`src/rtl/uart_tx_fifo_if.sv`:
```
// Handshake bundle between a host writer, the uart_tx_fifo buffer and the UART transmitter.
// The ovf_o flag exists only when UART_TX_FIFO_OVF_EN is defined.
interface uart_tx_fifo_if #(
    parameter int DataWidth = 8,
    parameter int AddrWidth = 4
);
    logic                 wr_en_i;
    logic [DataWidth-1:0] wr_data_i;
    logic                 full_o;
    logic                 empty_o;
    logic [AddrWidth:0]   count_o;
    logic                 tx_busy_o;
    logic [DataWidth-1:0] din_o;
    logic                 start_tx_o;
    logic                 tx_done_tick_i;
`ifdef UART_TX_FIFO_OVF_EN
    logic                 ovf_o;

    modport master (
        output wr_en_i, wr_data_i, tx_done_tick_i,
        input  full_o, empty_o, count_o, tx_busy_o, din_o, start_tx_o, ovf_o
    );
    modport slave (
        input  wr_en_i, wr_data_i, tx_done_tick_i,
        output full_o, empty_o, count_o, tx_busy_o, din_o, start_tx_o, ovf_o
    );
`else
    modport master (
        output wr_en_i, wr_data_i, tx_done_tick_i,
        input  full_o, empty_o, count_o, tx_busy_o, din_o, start_tx_o
    );
    modport slave (
        input  wr_en_i, wr_data_i, tx_done_tick_i,
        output full_o, empty_o, count_o, tx_busy_o, din_o, start_tx_o
    );
`endif
endinterface

```
`src/rtl/uart_tx_fifo.sv`:
```
// Transmit FIFO feeding a UART transmitter one byte per done tick.
// Optional sticky overflow flag enabled by defining UART_TX_FIFO_OVF_EN.
module uart_tx_fifo #(
    parameter int DataWidth = 8,
    parameter int AddrWidth = 4
) (
    input  logic         clk_i,
    input  logic         rst_i,
    uart_tx_fifo_if.slave bus
);
    localparam int Depth = 2 ** AddrWidth;
    localparam logic [AddrWidth:0] FullCount = {1'b1, {AddrWidth{1'b0}}};

    localparam logic [1:0] StIdle  = 2'd0;
    localparam logic [1:0] StStart = 2'd1;
    localparam logic [1:0] StWait  = 2'd2;

    logic [DataWidth-1:0] mem [Depth];
    logic [AddrWidth-1:0] wr_ptr_q, rd_ptr_q;
    logic [AddrWidth:0]   count_q, count_d;
    logic                 full_q, empty_q;
    logic [1:0]           state_q, state_d;
    logic [DataWidth-1:0] din_q;
    logic                 wr_acc;
    logic                 pop;

    // Both handshakes use the registered flags, so a pop never frees room for a same-edge write.
    assign wr_acc = bus.wr_en_i & ~full_q;
    assign pop    = (state_q == StIdle) & ~empty_q;

    always_comb begin
        count_d = count_q;
        case ({wr_acc, pop})
            2'b10:   count_d = count_q + 1'b1;
            2'b01:   count_d = count_q - 1'b1;
            default: count_d = count_q;
        endcase
    end

    always_comb begin
        state_d = state_q;
        case (state_q)
            StIdle:  if (!empty_q) state_d = StStart;
            StStart: state_d = StWait;
            StWait:  if (bus.tx_done_tick_i) state_d = StIdle;
            default: state_d = StIdle;
        endcase
    end

    always_ff @(posedge clk_i or posedge rst_i) begin
        if (rst_i) begin
            wr_ptr_q <= '0;
            rd_ptr_q <= '0;
            count_q  <= '0;
            full_q   <= 1'b0;
            empty_q  <= 1'b1;
            state_q  <= StIdle;
            din_q    <= '0;
        end else begin
            count_q <= count_d;
            full_q  <= (count_d == FullCount);
            empty_q <= (count_d == '0);
            state_q <= state_d;
            if (wr_acc) wr_ptr_q <= wr_ptr_q + 1'b1;
            if (pop) begin
                rd_ptr_q <= rd_ptr_q + 1'b1;
                din_q    <= mem[rd_ptr_q];
            end
        end
    end

    // Storage has no reset so it maps onto block RAM; the load into din_q is its registered read.
    always_ff @(posedge clk_i) begin
        if (wr_acc) mem[wr_ptr_q] <= bus.wr_data_i;
    end

`ifdef UART_TX_FIFO_OVF_EN
    logic ovf_q;

    always_ff @(posedge clk_i or posedge rst_i) begin
        if (rst_i) begin
            ovf_q <= 1'b0;
        end else if (bus.wr_en_i && full_q) begin
            ovf_q <= 1'b1;
        end
    end

    assign bus.ovf_o = ovf_q;
`endif

    assign bus.full_o     = full_q;
    assign bus.empty_o    = empty_q;
    assign bus.count_o    = count_q;
    assign bus.tx_busy_o  = (state_q != StIdle);
    assign bus.start_tx_o = (state_q == StStart);
    assign bus.din_o      = din_q;
endmodule

```
`src/flat_wrapper.sv`:
```
// flat-port wrapper written by rule: the top's interface ports become plain ports
module uart_tx_fifo_flat 
#(
    parameter int DataWidth = 8,
    parameter int AddrWidth = 4
)
  (clk_i, rst_i, bus_wr_en_i, bus_wr_data_i, bus_tx_done_tick_i, bus_full_o, bus_empty_o, bus_count_o, bus_tx_busy_o, bus_din_o, bus_start_tx_o);
  uart_tx_fifo_if #(.DataWidth(DataWidth), .AddrWidth(AddrWidth)) bus_i ();
  input  logic clk_i;
  input  logic rst_i;
  input wire logic [$bits(bus_i.wr_en_i)-1:0] bus_wr_en_i;
  input wire logic [$bits(bus_i.wr_data_i)-1:0] bus_wr_data_i;
  input wire logic [$bits(bus_i.tx_done_tick_i)-1:0] bus_tx_done_tick_i;
  output wire logic [$bits(bus_i.full_o)-1:0] bus_full_o;
  output wire logic [$bits(bus_i.empty_o)-1:0] bus_empty_o;
  output wire logic [$bits(bus_i.count_o)-1:0] bus_count_o;
  output wire logic [$bits(bus_i.tx_busy_o)-1:0] bus_tx_busy_o;
  output wire logic [$bits(bus_i.din_o)-1:0] bus_din_o;
  output wire logic [$bits(bus_i.start_tx_o)-1:0] bus_start_tx_o;
  assign bus_i.wr_en_i = bus_wr_en_i;
  assign bus_i.wr_data_i = bus_wr_data_i;
  assign bus_i.tx_done_tick_i = bus_tx_done_tick_i;
  assign bus_full_o = bus_i.full_o;
  assign bus_empty_o = bus_i.empty_o;
  assign bus_count_o = bus_i.count_o;
  assign bus_tx_busy_o = bus_i.tx_busy_o;
  assign bus_din_o = bus_i.din_o;
  assign bus_start_tx_o = bus_i.start_tx_o;
  uart_tx_fifo #(.DataWidth(DataWidth), .AddrWidth(AddrWidth)) u_core (.clk_i(clk_i), .rst_i(rst_i), .bus(bus_i));
endmodule
```
`config.mk`:
```
export PLATFORM = sky130hd
export DESIGN_NAME = uart_tx_fifo_flat
export DESIGN_NICKNAME = d
export VERILOG_FILES = /design/src/rtl/uart_tx_fifo_if.sv /design/src/rtl/uart_tx_fifo.sv /design/src/flat_wrapper.sv
export SDC_FILE = /design/constraint.sdc
export NUM_CORES = 1
export LEC_CHECK = 0
export CORE_ASPECT_RATIO = 0.6
export CORE_UTILIZATION = 30
export CTS_BUF_LIST = sky130_fd_sc_hd__clkbuf_8
export DETAILED_ROUTE_END_ITERATION = 6
export PLACE_DENSITY = 0.48
export SYNTH_ARGS = -nofsm -noshare
export SYNTH_HDL_FRONTEND = slang
export SYNTH_SLANG_ARGS = --single-unit
```
`constraint.sdc`:
```
create_clock -name clk_i -period 2.4 [get_ports clk_i]
set_input_delay 0.36 -clock clk_i [delete_from_list [all_inputs] [get_ports clk_i]]
set_output_delay 0.36 -clock clk_i [all_outputs]
set_load 0.02 [all_outputs]
```
; Word level (Yosys, flattened, before mapping)
; Memories as Yosys holds them, arrays and structs flattened. A register that Yosys moved wholly into a read port is not among the register bits.
; Index checks and enable logic that the tools add are counted.
[op_classes]
addsub = 4
n_eq_ne = 7
muxes = 6
n_bitwise = 4
n_reduce_logical = 4
[ops]
columns = cell, n
row1 = 5-bit case mux with 2 select lines, 1
row2 = "4-bit by 1-bit adder with 4-bit output, second input constant", 2
row3 = 2-bit case mux with 3 select lines, 1
row4 = "5-bit by 1-bit adder with 5-bit output, second input constant", 1
row5 = "5-bit equality test, second input constant", 1
row6 = 5-bit zero test, 1
row7 = "5-bit by 1-bit subtractor with 5-bit output, second input constant", 1
row8 = "2-bit by 1-bit equality test with 1-bit output, second input constant", 2
row9 = "2-bit equality test, second input constant", 2
row10 = 2-bit 2-to-1 mux, 2
row11 = "2-bit != test, second input constant", 2
row12 = 1-bit bitwise AND, 2
row13 = 2-bit zero test, 1
row14 = 1-bit 2-to-1 mux, 2
row15 = 1-bit NOT, 2
row16 = 2-bit AND reduction, 1
row17 = 2-bit nonzero test, 1
[word_totals]
register_bits = 17
ram_bits = 128
out_inout_bits = 17
word_cells = 32
mem_count = 1
[mem_list]
columns = memory, words, word_bits, read_ports, rd_clocked_by_memory_dff, write_ports, line_no
row1 = u_core.mem, 16, 8, 1, 1, 1, uart_tx_fifo.sv:18  ; logic [DataWidth-1:0] mem [Depth];

; Depth between registers and ports, before layout
[depth]
ltp_word = 5
ltp_mapped = 12
depth_no_buf = 10

; Least setup slack after synthesis
; OpenSTA, ideal clock, no wires.
[synth_path]
path_kind = register to register
from = register u_core.empty_q (netlist: u_core.bus.empty_o)
to = register u_core.empty_q (netlist: u_core.bus.empty_o)
setup_time_ns = 0.079
arrival_ns = 2.513
required_ns = 2.321
setup_slack_ns = -0.192
path_stages_with_launch = 12
n_path_buf = 3
synth_period_minus_slack_ns = 2.592
cell_sequence = dfstp_2 -> or3_1 -> buf_6 -> clkbuf_1 -> inv_1 -> ha_1 -> clkbuf_2 -> a21o_1 -> nand3_1 -> or3b_1 -> mux2i_1 -> and4bb_1
[synth_between]
elab_chain_cells = 5
elab_cells_between_ends = 6
classes_between = eq/ne: 2 / mux: 1 / bitwise: 2 / reduce/logical: 1
[synth_lines]
columns = item, line_no
row1 = from (decl), uart_tx_fifo.sv:21  ; logic full_q, empty_q;
row2 = from (signal assigned), uart_tx_fifo.sv:62  ; empty_q <= (count_d == '0);
row3 = 1-bit NOT (*), uart_tx_fifo.sv:29  ; assign pop = (state_q == StIdle) & ~empty_q;
row4 = 1-bit bitwise AND (*), uart_tx_fifo.sv:29
row5 = 2-bit by 1-bit equality test with 1-bit output / 2-bit equality test (equally long branches), uart_tx_fifo.sv:33  ; case ({wr_acc, pop})
row6 = 5-bit case mux with 2 select lines (*), uart_tx_fifo.sv:33
row7 = 5-bit zero test (*), uart_tx_fifo.sv:62
; Mark *: on every way between the ends. The rest lies on a longest branch, timed or not.
; A chain may end at the register's enable or synchronous reset.

; Worst setup path after layout
; Ends and elaborated chain as after synthesis.

==> summary.md <==
| Metric | Value |
|---|---|
| Max-cap violation count | 0 |
| Count of mapped cells out of synthesis | 343 |
| Failing checks | negative setup slack |
| Synthesized area | 6270 µm² |
| Share of the synthesized area in the top cell type | 61.3% |
| DR vias | 3,270 |
| Total clock buffers created by CTS | 17 |
| Register area share after synthesis | 71.3% |
| Total Die Area | 21,500 µm² |
| Via count of the first global-routing pass | 3,330 |
| Share of cells above drive strength 1 | 30.4% |
| Post-DR wirelength/cell | 19.4 µm |
| Dominant cell by count in the synthesized netlist | sky130_fd_sc_hd__edfxtp_1 |
| Final Util | 37.9% |
| First element of the critical path | u_core.bus.empty_o$_DFF_PP1_ |
| Net Count, Synth | 362 |
| Cell chain of the critical path | or3_4, buf_4, inv_1, ha_1, buf_6, a31oi_1, o32a_1, or4_4, and4bb_1 |
| Launch point of the worst reg-to-reg path | u_core.bus.empty_o$_DFF_PP1_ |
| Number of warnings printed during yosys synthesis | 0 |
| Endpoint class of the critical path | flop |
| Worst-skew pair later-pin latency | 440 ps |
| Final setup fails | 2 |
| Number of antenna violations at the first check in global routing | 0 |
| Die Width | 189 µm |
| Syn_area_per_cell | 18.3 µm² |
| Class of the most critical setup path | reg -> reg |
| Maximum resistive drop on vdd | 0.830 mV |
| Critical path startpoint category | flop |
| GRT Util Overall | 13.7% |
| CTS Hold Buffers Added | 0 |
| Final weighted congestion in routability-driven placement | 0.762 |
| HP Class | in -> async |
| Final worst slack | -54.1 ps |
| Detailed Route Iter0 Violations | 203 |
| Top fanout value on the critical path | 9 |
| EDFF count, synth | 128 |
| DRC violation count after routing | 0 |
| Share of the cycle needed by the critical path after routing | 102% |
| Setup repair after global routing missed its margin | yes |
| Antenna Nets Post-Route | 0 |
| Main area contributors after synthesis | sky130_fd_sc_hd__edfxtp_1, sky130_fd_sc_hd__mux4_2, sky130_fd_sc_hd__dfrtp_1 |
| Area of the core region | 20,200 µm² |
| Count of boundary I/O pins | 29 |
| Post-synth top cells | sky130_fd_sc_hd__edfxtp_1, sky130_fd_sc_hd__mux4_2, sky130_fd_sc_hd__nand2_1 |
| Grt total ovfl | 0 |
| Largest net degree at the start of global routing | 36 |
| IO buf count | 28 |
| # nets final | 431 |
| Wire length of the first global-routing pass | 21.0 mm |
| Worst clock skew | 9.16 ps |
| Leak | 2.64 nW |
| Max clock buf depth | 2 |
| Clock-pin slew on the worst setup and hold paths | 80 ps |
| Proportion of synthesized flip-flops having asynchronous set or reset | 16.3% |
| Power per unit of standard cell area | 1230 nW/µm² |
| Leading register cell type out of synthesis | sky130_fd_sc_hd__edfxtp_1 |
| Initial core utilization | 31.0% |
| Outcome | complete, but fails checks |
| Crit-path max cell delay | 430 ps |
| Final hold violation count | 0 |
| Clock tree from TritonCTS | yes |
| Worst slack at placement | -288 ps |
| Final-report max-slew violation count | 0 |
| Time the final worst path needs with I/O delays and setup | 2450 ps |
| # H-tree levels | 4 |
| Placed wire-length estimate after detailed placement | 9.56 mm |
| N_diodes | 0 |
| Aggregate negative setup slack | -83.2 ps |
| Endpoint required time on the critical path | 2780 ps |
| Buffer cell driving the clock tree root | sky130_fd_sc_hd__clkbuf_8 |
| Distinct cell type count of the synthesized netlist | 45 |
| Crit path max-delay family | simple AND/OR/NAND/NOR gates |
| Drt first pass iters | 5 |
| Data arrival, critical path | 2830 ps |
| Height of the die | 114 µm |
| Dominant cell type by area after synthesis | sky130_fd_sc_hd__edfxtp_1 |
| Count of state elements after synthesis | 153 |
| Number of buffers and inverters on the critical path | 3 |
| Rel. slew slack | 56.5% |
| Clock sink count | 153 |
| Per-cell via count in the routed design | 4.68 |
| Slew at the pin closest to its max-slew limit | 652 ps |
| Standard cell with the maximum stage delay on the critical path | sky130_fd_sc_hd__or4_4 |
| Area growth, synth to finish | 22.3% |
| Number of placement rows | 40 |
| Total routed wirelength | 13.6 mm |
| Maximum frequency from static timing analysis | 407 MHz |
## path summary, 6_finish.rpt
check,endpoint,slack (ps),cells past startpoint
worst min-delay path,u_core.rd_ptr_q[1]$_DFFE_PP0P_,270,3
worst max register to register,u_core.bus.empty_o$_DFF_PP1_,-50,9
worst min register to register,u_core.bus.din_o[7]$_DFFE_PP0P_,480,2
min in group clk_i,u_core.bus.din_o[7]$_DFFE_PP0P_,480,2
max in group asynchronous,u_core.bus.empty_o$_DFF_PP1_,1830,3
worst max-delay path,u_core.bus.empty_o$_DFF_PP1_,-50,9
## cells by family after synthesis
group           Yosys count  share of synthesized area, %
compound gates           24                          2.72
xor+xnor                 10                          1.40
fa+ha+maj                 7                          1.40
buf+inv                  29                          2.14
flops                   153                          71.3
mux                      42                          14.7
simple gates             78                          6.29
## cell type report
| class | count | area (µm²) |
|---|---|---|
| clock buffers | 17 | 234 |
| clock inverters | 15 | 165 |
| fillers | 1893 | 12600 |
| inverters | 9 | 38.8 |
| multi-input cells | 161 | 1690 |
| flip-flops and latches | 153 | 4470 |
| well taps | 273 | 342 |
| repair buffers | 70 | 724 |
## what timing repair did
| item | CTS | global route |
|---|---|---|
| setup buffers | 1 | 1 |
| endpoints found under the setup margin | 3 | 3 |
| pin swaps | 1 | 1 |
| resized for setup | 3 | 0 |
## state kept, by name, summed over array words and instances (netlist names)
| register | cells |
|---|---|
| u_core.bus.din_o | 8 |
| u_core.wr_ptr_q | 4 |
| u_core.bus.full_o | 1 |
| u_core.bus.count_o | 5 |
| u_core.state_q | 2 |
| u_core.bus.empty_o | 1 |
| u_core.rd_ptr_q | 4 |
| u_core.mem | 128 |
## worst register-to-register path: stages, from the launching register on
cell	delay [ps]
sky130_fd_sc_hd__dfstp_2	390
sky130_fd_sc_hd__or3_4	420
sky130_fd_sc_hd__buf_4	150
sky130_fd_sc_hd__inv_1	60
sky130_fd_sc_hd__ha_1	190
sky130_fd_sc_hd__buf_6	150
sky130_fd_sc_hd__a31oi_1	50
sky130_fd_sc_hd__o32a_1	320
sky130_fd_sc_hd__or4_4	430
sky130_fd_sc_hd__and4bb_1	230
## per-layer routing
metal / vias to the layer above / global-route usage (%) / wire length [µm]
met5: - / 0 / 0
met4: 0 / 4.30 / 117
met3: 11 / 3.75 / 644
met2: 70 / 17.8 / 5470
met1: 1706 / 21.6 / 7340
li1: 1483 / - / -
## placed cells by master, fill, tap and decap left out, types with 2 or more instances in the layout
master,count
sky130_fd_sc_hd__edfxtp_1,128
sky130_fd_sc_hd__bufinv_16,2
sky130_fd_sc_hd__xnor2_1,9
sky130_fd_sc_hd__o21ai_0,5
sky130_fd_sc_hd__clkdlybuf4s50_1,28
sky130_fd_sc_hd__clkinv_4,4
sky130_fd_sc_hd__a21oi_1,4
sky130_fd_sc_hd__mux4_2,40
sky130_fd_sc_hd__dfrtp_1,23
sky130_fd_sc_hd__or2_2,2
sky130_fd_sc_hd__clkinvlp_4,4
sky130_fd_sc_hd__nor3b_1,2
sky130_fd_sc_hd__nand2_1,36
sky130_fd_sc_hd__nand4_1,4
sky130_fd_sc_hd__nor2_1,6
sky130_fd_sc_hd__nor2b_1,2
sky130_fd_sc_hd__and2_1,16
sky130_fd_sc_hd__buf_12,10
sky130_fd_sc_hd__o31ai_1,2
sky130_fd_sc_hd__ha_1,6
sky130_fd_sc_hd__buf_4,31
sky130_fd_sc_hd__inv_1,8
sky130_fd_sc_hd__clkbuf_8,17
sky130_fd_sc_hd__a31oi_1,2
sky130_fd_sc_hd__inv_6,5
## power by group
part / leakage (nW) / total [mW] / switching, mW / internal, mW
combinational: 0.994 / 3.83 / 1.91 / 1.93
sequential: 1.46 / 3.68 / 0.350 / 3.33
clock: 0.190 / 1.95 / 1.01 / 0.941
## through the flow
step,total power [mW],instances,area [µm²],hold WS [ps]
6_report,9.47,698,7670,267
5_1_grt,10.0,698,7670,277
4_1_cts,9.57,697,7660,252
3_5_place_dp,7.55,664,7240,466
3_3_place_gp,7.51,664,7240,472
2_1_floorplan,6.06,343,6290,387
Power figures use the tool's default switching activity.
